--- config.mk ---
export PLATFORM = sky130hd
export DESIGN_NAME = lsu
export DESIGN_NICKNAME = d
export VERILOG_FILES = /design/src/rtl/lsu.sv
export SDC_FILE = /design/constraint.sdc
export NUM_CORES = 1
export LEC_CHECK = 0
export ABC_AREA = 0
export CAP_MARGIN = 0
export CORE_MARGIN = 2
export CORE_UTILIZATION = 30
export DETAILED_ROUTE_END_ITERATION = 6
export PLACE_DENSITY_LB_ADDON = 0.1
export RECOVER_POWER = 25
export SYNTH_ARGS = -nofsm -noshare
export SYNTH_HDL_FRONTEND = slang
export SYNTH_SLANG_ARGS = --single-unit
--- constraint.sdc ---
create_clock -name clk -period 4.75 [get_ports clk]
set_input_delay 0.95 -clock clk [delete_from_list [all_inputs] [get_ports clk]]
set_output_delay 0.95 -clock clk [all_outputs]
set_load 0.02 [all_outputs]
--- src/rtl/lsu.sv ---
// RV32I load/store unit: validates and formats one data-memory access at a time,
// holding the pipeline until memory acknowledges, then pulses a load/store completion.
module lsu (
  input  logic        clk,
  input  logic        rst,
  input  logic        ex_valid,
  input  logic        ex_is_load,
  input  logic        ex_is_store,
  input  logic [2:0]  ex_funct3,
  input  logic [31:0] ex_addr,
  input  logic [31:0] ex_wdata,
  input  logic [4:0]  ex_rd,
  output logic        stall,
  output logic        mem_req,
  output logic        mem_we,
  output logic [31:0] mem_addr,
  output logic [31:0] mem_wdata,
  output logic [3:0]  mem_be,
  input  logic        mem_ack,
  input  logic [31:0] mem_rdata,
  output logic        ld_valid,
  output logic [31:0] ld_data,
  output logic [4:0]  ld_rd,
  output logic        st_done,
  output logic        lsu_err
);

  typedef enum logic [1:0] {IDLE, BUSY, RESP} state_t;

  state_t      state_q, state_d;
  logic [31:0] addr_q, addr_d;
  logic [31:0] wdata_q, wdata_d;
  logic [31:0] ld_data_q, ld_data_d;
  logic [2:0]  funct3_q, funct3_d;
  logic [3:0]  be_q, be_d;
  logic        we_q, we_d;
  logic [4:0]  rd_q, rd_d;
  logic [4:0]  ld_rd_q, ld_rd_d;
  logic        err_q, err_d;

  logic        legal, aligned, accept, reject;
  logic [3:0]  ex_be;
  logic [31:0] ex_wdata_rep;
  logic [31:0] ld_fmt;
  logic [7:0]  sel_byte;
  logic [15:0] sel_half;
  logic [7:0]  rbyte [4];
  logic [15:0] rhalf [2];

  // Request decode: legality, alignment, byte enables and lane-replicated store data
  always_comb begin
    legal        = 1'b0;
    aligned      = 1'b0;
    ex_be        = 4'b0000;
    ex_wdata_rep = ex_wdata;
    if (ex_is_store) begin
      legal = (ex_funct3 == 3'b000) || (ex_funct3 == 3'b001) || (ex_funct3 == 3'b010);
    end else begin
      legal = (ex_funct3 == 3'b000) || (ex_funct3 == 3'b001) || (ex_funct3 == 3'b010) ||
              (ex_funct3 == 3'b100) || (ex_funct3 == 3'b101);
    end
    case (ex_funct3[1:0])
      2'b00: begin
        aligned      = 1'b1;
        ex_be        = 4'b0001 << ex_addr[1:0];
        ex_wdata_rep = {4{ex_wdata[7:0]}};
      end
      2'b01: begin
        aligned      = ~ex_addr[0];
        ex_be        = ex_addr[1] ? 4'b1100 : 4'b0011;
        ex_wdata_rep = {2{ex_wdata[15:0]}};
      end
      default: begin
        aligned      = (ex_addr[1:0] == 2'b00);
        ex_be        = 4'b1111;
        ex_wdata_rep = ex_wdata;
      end
    endcase
    accept = (state_q == IDLE) && ex_valid && (ex_is_load ^ ex_is_store) && legal && aligned;
    reject = (state_q == IDLE) && ex_valid && (ex_is_load | ex_is_store) && !accept;
  end

  genvar gi;
  generate
    for (gi = 0; gi < 4; gi++) begin : g_byte
      assign rbyte[gi] = mem_rdata[8*gi +: 8];
    end
    for (gi = 0; gi < 2; gi++) begin : g_half
      assign rhalf[gi] = mem_rdata[16*gi +: 16];
    end
  endgenerate

  // Load result formatting uses the captured address lane and funct3
  always_comb begin
    sel_byte = rbyte[addr_q[1:0]];
    sel_half = rhalf[addr_q[1]];
    case (funct3_q)
      3'b000:  ld_fmt = {{24{sel_byte[7]}}, sel_byte};
      3'b100:  ld_fmt = {24'h000000, sel_byte};
      3'b001:  ld_fmt = {{16{sel_half[15]}}, sel_half};
      3'b101:  ld_fmt = {16'h0000, sel_half};
      default: ld_fmt = mem_rdata;
    endcase
  end

  always_comb begin
    state_d   = state_q;
    addr_d    = addr_q;
    wdata_d   = wdata_q;
    funct3_d  = funct3_q;
    be_d      = be_q;
    we_d      = we_q;
    rd_d      = rd_q;
    ld_data_d = ld_data_q;
    ld_rd_d   = ld_rd_q;
    err_d     = reject;
    case (state_q)
      IDLE: begin
        if (accept) begin
          state_d  = BUSY;
          addr_d   = ex_addr;
          wdata_d  = ex_wdata_rep;
          funct3_d = ex_funct3;
          be_d     = ex_be;
          we_d     = ex_is_store;
          rd_d     = ex_rd;
        end
      end
      BUSY: begin
        if (mem_ack) begin
          state_d = RESP;
          if (!we_q) begin
            ld_data_d = ld_fmt;
            ld_rd_d   = rd_q;
          end
        end
      end
      RESP:    state_d = IDLE;
      default: state_d = IDLE;
    endcase
  end

  always_ff @(posedge clk or posedge rst) begin
    if (rst) begin
      state_q   <= IDLE;
      addr_q    <= 32'h0;
      wdata_q   <= 32'h0;
      funct3_q  <= 3'b000;
      be_q      <= 4'b0000;
      we_q      <= 1'b0;
      rd_q      <= 5'd0;
      ld_data_q <= 32'h0;
      ld_rd_q   <= 5'd0;
      err_q     <= 1'b0;
    end else begin
      state_q   <= state_d;
      addr_q    <= addr_d;
      wdata_q   <= wdata_d;
      funct3_q  <= funct3_d;
      be_q      <= be_d;
      we_q      <= we_d;
      rd_q      <= rd_d;
      ld_data_q <= ld_data_d;
      ld_rd_q   <= ld_rd_d;
      err_q     <= err_d;
    end
  end

  assign stall     = accept || (state_q == BUSY);
  assign mem_req   = (state_q == BUSY);
  assign mem_we    = (state_q == BUSY) && we_q;
  assign mem_be    = (state_q == BUSY) ? be_q : 4'b0000;
  assign mem_addr  = {addr_q[31:2], 2'b00};
  assign mem_wdata = wdata_q;
  assign ld_valid  = (state_q == RESP) && !we_q;
  assign st_done   = (state_q == RESP) && we_q;
  assign ld_data   = ld_data_q;
  assign ld_rd     = ld_rd_q;
  assign lsu_err   = err_q;

endmodule

After elaboration in Yosys (flattened, before gate mapping)
Cells that the tools add are included.
{"block": "word_totals", "in_bits": 110, "ramBits": 0, "mem_count": 0, "latch_bits": 0, "output_inout_bits": 111, "mem_bits_ro": 0, "ff_bits": 117, "wordCells": 71}
{"block": "classes", "n_div": 0, "mux": 16, "order_cmp": 2, "n_shift": 1, "n_mul": 0, "reduce_logical": 24, "bitwise": 6, "n_addsub": 0, "eq_ne": 12}
{"cell": "32-bit case mux with 4 select lines", "n": 1}
{"cell": "32-bit case mux with 2 select lines", "n": 1}
{"cell": "16-bit two-way mux", "n": 3}
{"cell": "8-bit binary-select mux with 2-bit select", "n": 1}
{"cell": "8-bit two-way mux", "n": 2}
{"cell": "3-bit equality test (second input constant)", "n": 4}
{"cell": "1-bit logical AND", "n": 9}
{"cell": "4-bit two-way mux", "n": 2}
{"cell": "4-bit case mux with 2 select lines", "n": 1}
{"cell": "3-bit by 1-bit equality test with 1-bit output (second input constant)", "n": 2}
{"cell": "2-bit logical NOT", "n": 3}
{"cell": "3-bit logical NOT", "n": 2}
{"cell": "1-bit logical OR", "n": 5}
{"cell": "2-bit by 1-bit equality test with 1-bit output (second input constant)", "n": 2}
{"cell": "2-bit two-way mux", "n": 2}
{"cell": "2-bit case mux with 2 select lines", "n": 1}
{"cell": "2-bit AND reduction", "n": 2}
{"cell": "1-bit by 2-bit << shifter with 4-bit output (first input constant)", "n": 1}
{"cell": "3-bit by 2-bit equality test with 1-bit output (second input constant)", "n": 1}
{"cell": "3-bit >= comparator (second input constant)", "n": 1}
{"cell": "2-bit NOT with 3-bit output", "n": 1}
{"cell": "3-bit AND reduction", "n": 1}
{"cell": "2-bit equality test (second input constant)", "n": 1}
{"cell": "2-bit >= comparator (second input constant)", "n": 1}
{"cell": "9 further kinds", "n": 11}

Longest topological paths before layout
{"block": "logic_depth", "ltp_word": 10, "mapped_depth": 7, "ltp_nobuf": 5}

Least setup slack after synthesis
Ideal clock, no wire load.
{"block": "synth_timing", "kind": "input -> output", "startpoint": "input port ex_is_load", "endpoint": "output port stall", "path_buffers": 2, "stages": 6, "setup_slack_ns": 1.747, "arrival_ns": 2.053, "cell_sequence": "inv_1 > ha_1 > nand4_1 > clkbuf_1 > clkbuf_1 > nand2_1"}
{"block": "synth_between", "elab_chain_len": 5}
{"element": "start, declared", "line": "7", "rtl": "input logic ex_is_load,"}
{"element": "1-bit XOR", "line": "79", "rtl": "accept = (state_q == IDLE) && ex_valid && (ex_is_load ^ ex_is_store) && legal && aligned;"}
{"element": "1-bit logical AND (3 in a row)", "line": "79"}
{"element": "1-bit logical OR", "line": "169", "rtl": "assign stall = accept || (state_q == BUSY);"}
{"element": "end, declared", "line": "13", "rtl": "output logic stall,"}
Every way passes these cells.

Final worst setup path
{"block": "layout_timing", "startpoint": "input port ex_addr[1]", "endpoint": "output port stall"}
{"block": "layout_between", "elab_chain_len": 4}
{"element": "start, declared", "line": "10", "rtl": "input logic [31:0] ex_addr,"}
{"element": "2-bit logical NOT", "line": "74", "rtl": "aligned = (ex_addr[1:0] == 2'b00);"}
{"element": "1-bit case mux with 2 select lines", "line": "62", "rtl": "case (ex_funct3[1:0])"}
{"element": "1-bit logical AND", "line": "79"}
{"element": "1-bit logical OR", "line": "169"}
Every way passes these cells.

==> impl_metrics.toml <==
[clock_network]
clk_pin_slew_ns = 0.05
cts_root_buf = "clkbuf_16"
clk_path_buf_depth = 2
numCtsBuffers = 17
htreeDepth = 4
post_cts_buffers = 0
clock-sinks = 117
ctsHoldBuffers = 0
cts_tree = "built"
clock_latency_ns = 0.40
cts_resized = 0

[worst_hold_path]
hold-path-endpoint = "ld_rd[1]"
min_from = "rd_q[1]"
holdPathStages = 2
min_path_type = "flip-flop to flip-flop"

[logic_synthesis]
async_reset_ff_share_pct = 100
yosysWarnings = 0
ys_types = 44
synth_area_per_cell_um2 = 10.7
syn-cell-area_um2 = 5590
netlist_instances = 524
synth_edf_count = 0
synth_seq_area_share_pct = 52.4
ys_ff_latch = 117
synth_flop_cell = "dfrtp_1"

[global_routing]
met3_usage_pct = 8.21
grtUsageMet1_pct = 20.5
top_usage_layer = "met2"
grt_pass1_wl_um = 25900
grt_pass1_vias = 4940
antenna_found_initial = 0
grt_max_degree = 101
grt_usage_pct = 16.8
use_met2_pct = 26.2
grt.overflow.total = 0

[power_and_ir_drop]
vdd_drop_max_uv = 251
seqPwrFrac_pct = 34.1
p_sw_mw = 1.62
power_mw = 4.76
power_density_nw_per_um2 = 570
power_frac_clock_pct = 27.7
sw_frac_of_total_pct = 33.9
leakage_nw = 3.66
pwr-share-comb_pct = 38.2
p_int_mw = 3.14

[job]
maxCapViolCount = 1

[worst_setup_path]
worstSetupPathType = "input pin to output pin"
ff2ff_path_depth = 4
required_ns = 3.80
r2r-end = "ld_data[5]"
rr_startpoint = "funct3_q[1]"
worstPathMaxFanout = 4
worst-r2r-setup-slack_ns = 2.38
start_kind = "input pin"
crit_arrival_ns = 2.69
end_kind = "output pin"

[placed_design]
hpwl_um = 11400
numPortBuffers = 218
place_inst = 914
gp_congestion = 0.844
place_area_um2 = 7750
place_ws_ns = 1.10

[routing]
wl_per_cell_um = 17.2
drc = 0
ant_nets = 0
via_count = 4519
dr.pass1.iters = 4
avgViaCountPerCell = 4.78
drt-initial-drc-count = 203
wirelength_um = 16300

[run_status]
violations = "max-capacitance violations, max-slew violations"
status = "finished with violations"

[sta]
worstMarginPinSlew_ns = 2.75
fmax_ghz = 0.275
hold_viol_final = 0
fin_tns_setup_ns = 0
final.setup.worst_slack_ns = 1.11
fin_crit_sh_pct = 76.5
fin_crit_ns = 3.64
slew_headroom_pct = -84.5
setup_viol = 0
rsz0062_at_grt = "no"
fin_hold_ws_ns = 0.458
skew_ns = 0.00657
slew_viol_final = 58

[die]
fp.dieH_um = 140
row_count = 49
die_area_um2 = 19700
core_area_um2 = 18100
initial_core_util_pct = 30.8
pin_count = 221
die_w_um = 140

[layout]
areaGrowthSynthToFinish_pct = 49.6
drive_gt1_share_pct = 15.2
final_area_um2 = 8360
finalNetCount = 815
n_antenna_cell = 0
utilization_pct = 46.0
fin_cells = 946
==> layout by cell type (no fill, tap or decap), types with 2 or more instances in the layout <==
master / count
clkdlybuf4s50_1: 216
dfrtp_1: 117
nand2_1: 85
mux2_2: 53
o21ai_0: 48
mux2i_1: 29
nand3_1: 21
nor2_1: 17
clkbuf_16: 17
a21oi_1: 16
inv_1: 11
nand3_2: 10
a22oi_1: 7
and2_1: 6
buf_4: 6
a222oi_1: 5
clkinv_2: 4
nor3b_1: 3
bufinv_16: 3
nand2b_1: 2
nor2b_1: 2
o21ba_2: 2
a22o_1: 2
a221oi_1: 2
and3b_1: 2
conb_1: 2
clkbuf_8: 2
clkinvlp_4: 2
inv_6: 2
dlygate4sd3_1: 2
==> layout make-up <==
class	count	area (µm²)
tap	229	287
multi-input combinational	331	2240
timing repair buffer	225	2250
clock buffer	20	457
clock inverter	12	151
fill	1698	9790
sequential	117	2930
inverter	12	46.3
==> synth_stat cells (2+ instances only) <==
| cell type | count | area share (%) |
|---|---|---|
| inv_1 | 12 | 0.81 |
| nand3_2 | 10 | 1.8 |
| nor2b_1 | 2 | 0.22 |
| nand3_1 | 21 | 1.9 |
| a22o_1 | 2 | 0.31 |
| dfrtp_1 | 117 | 52 |
| and3b_1 | 2 | 0.31 |
| clkbuf_1 | 24 | 1.6 |
| nand2_1 | 85 | 5.7 |
| and2_1 | 6 | 0.67 |
| nand2b_1 | 2 | 0.22 |
| o21ai_0 | 48 | 4.3 |
| mux2i_1 | 29 | 5.2 |
| a21oi_1 | 16 | 1.4 |
| buf_2 | 5 | 0.45 |
| a222oi_1 | 5 | 0.90 |
| mux2_2 | 53 | 11 |
| nor3b_1 | 3 | 0.40 |
| a22oi_1 | 7 | 0.94 |
| o21ba_2 | 2 | 0.36 |
| a221oi_1 | 2 | 0.31 |
| nor2_1 | 17 | 1.1 |
| buf_6 | 2 | 0.40 |
| buf_4 | 32 | 4.3 |
==> sequential cells by signal (all words and copies together) (netlist names), 2 cells and up <==
signal,cells
rd_q,5
be_q,4
state_q,2
mem_wdata,32
ld_data,32
funct3_q,3
ld_rd,5
addr_q,32
==> how the worst max path moves through the flow <==
stage          slack, ns  cells after the start         to        from
4_1_cts             1.10                      5      stall  ex_addr[1]
5_1_grt             0.99                      5      stall  ex_addr[1]
3_5_place_dp        1.10                      5      stall  ex_addr[1]
6_report            1.11                      5      stall  ex_addr[1]
3_3_place_gp        1.14                      5      stall  ex_addr[1]
2_1_floorplan       0.70                      1  addr_q[0]         rst
==> per-layer routing <==
layer  wire [µm]  vias up  part of all wire, %
met2        7490      178                   46
met1        6980     2186                   43
met5           0        -                    0
met4         175        0                  1.1
li1            -     2143                    -
met3        1650       12                   10
==> power groups by stage <==
| stage | sequential, mW | clock, mW | combinational [mW] |
|---|---|---|---|
| after floorplan | 1.84 | 0 | 0.802 |
| final | 1.62 | 1.32 | 1.82 |
| after CTS | 1.63 | 1.36 | 1.84 |
| after global routing | 1.68 | 1.41 | 1.95 |
| after global placement | 1.62 | 0 | 1.82 |
| after detailed placement | 1.64 | 0 | 1.84 |
==> cells by family (layout without fill, tap and decap cells) <==
group | after synthesis | count (layout) | share of synthesized area [%]
fa+ha+maj | 1 | 1 | 0.224
simple gates | 155 | 155 | 13.4
flops | 117 | 117 | 52.4
buf+inv | 77 | 269 | 7.91
mux | 83 | 83 | 16.3
other cells | 1 | 2 | 0.0671
compound gates | 90 | 90 | 9.70
==> critical path, cell delays in order <==
cell and delay (ns):
clkdlybuf4s50_1 0.47, o41ai_1 0.40, nand4_1 0.17, nand2_1 0.09, clkdlybuf4s50_1 0.59
Power figures use the tool's default switching activity.
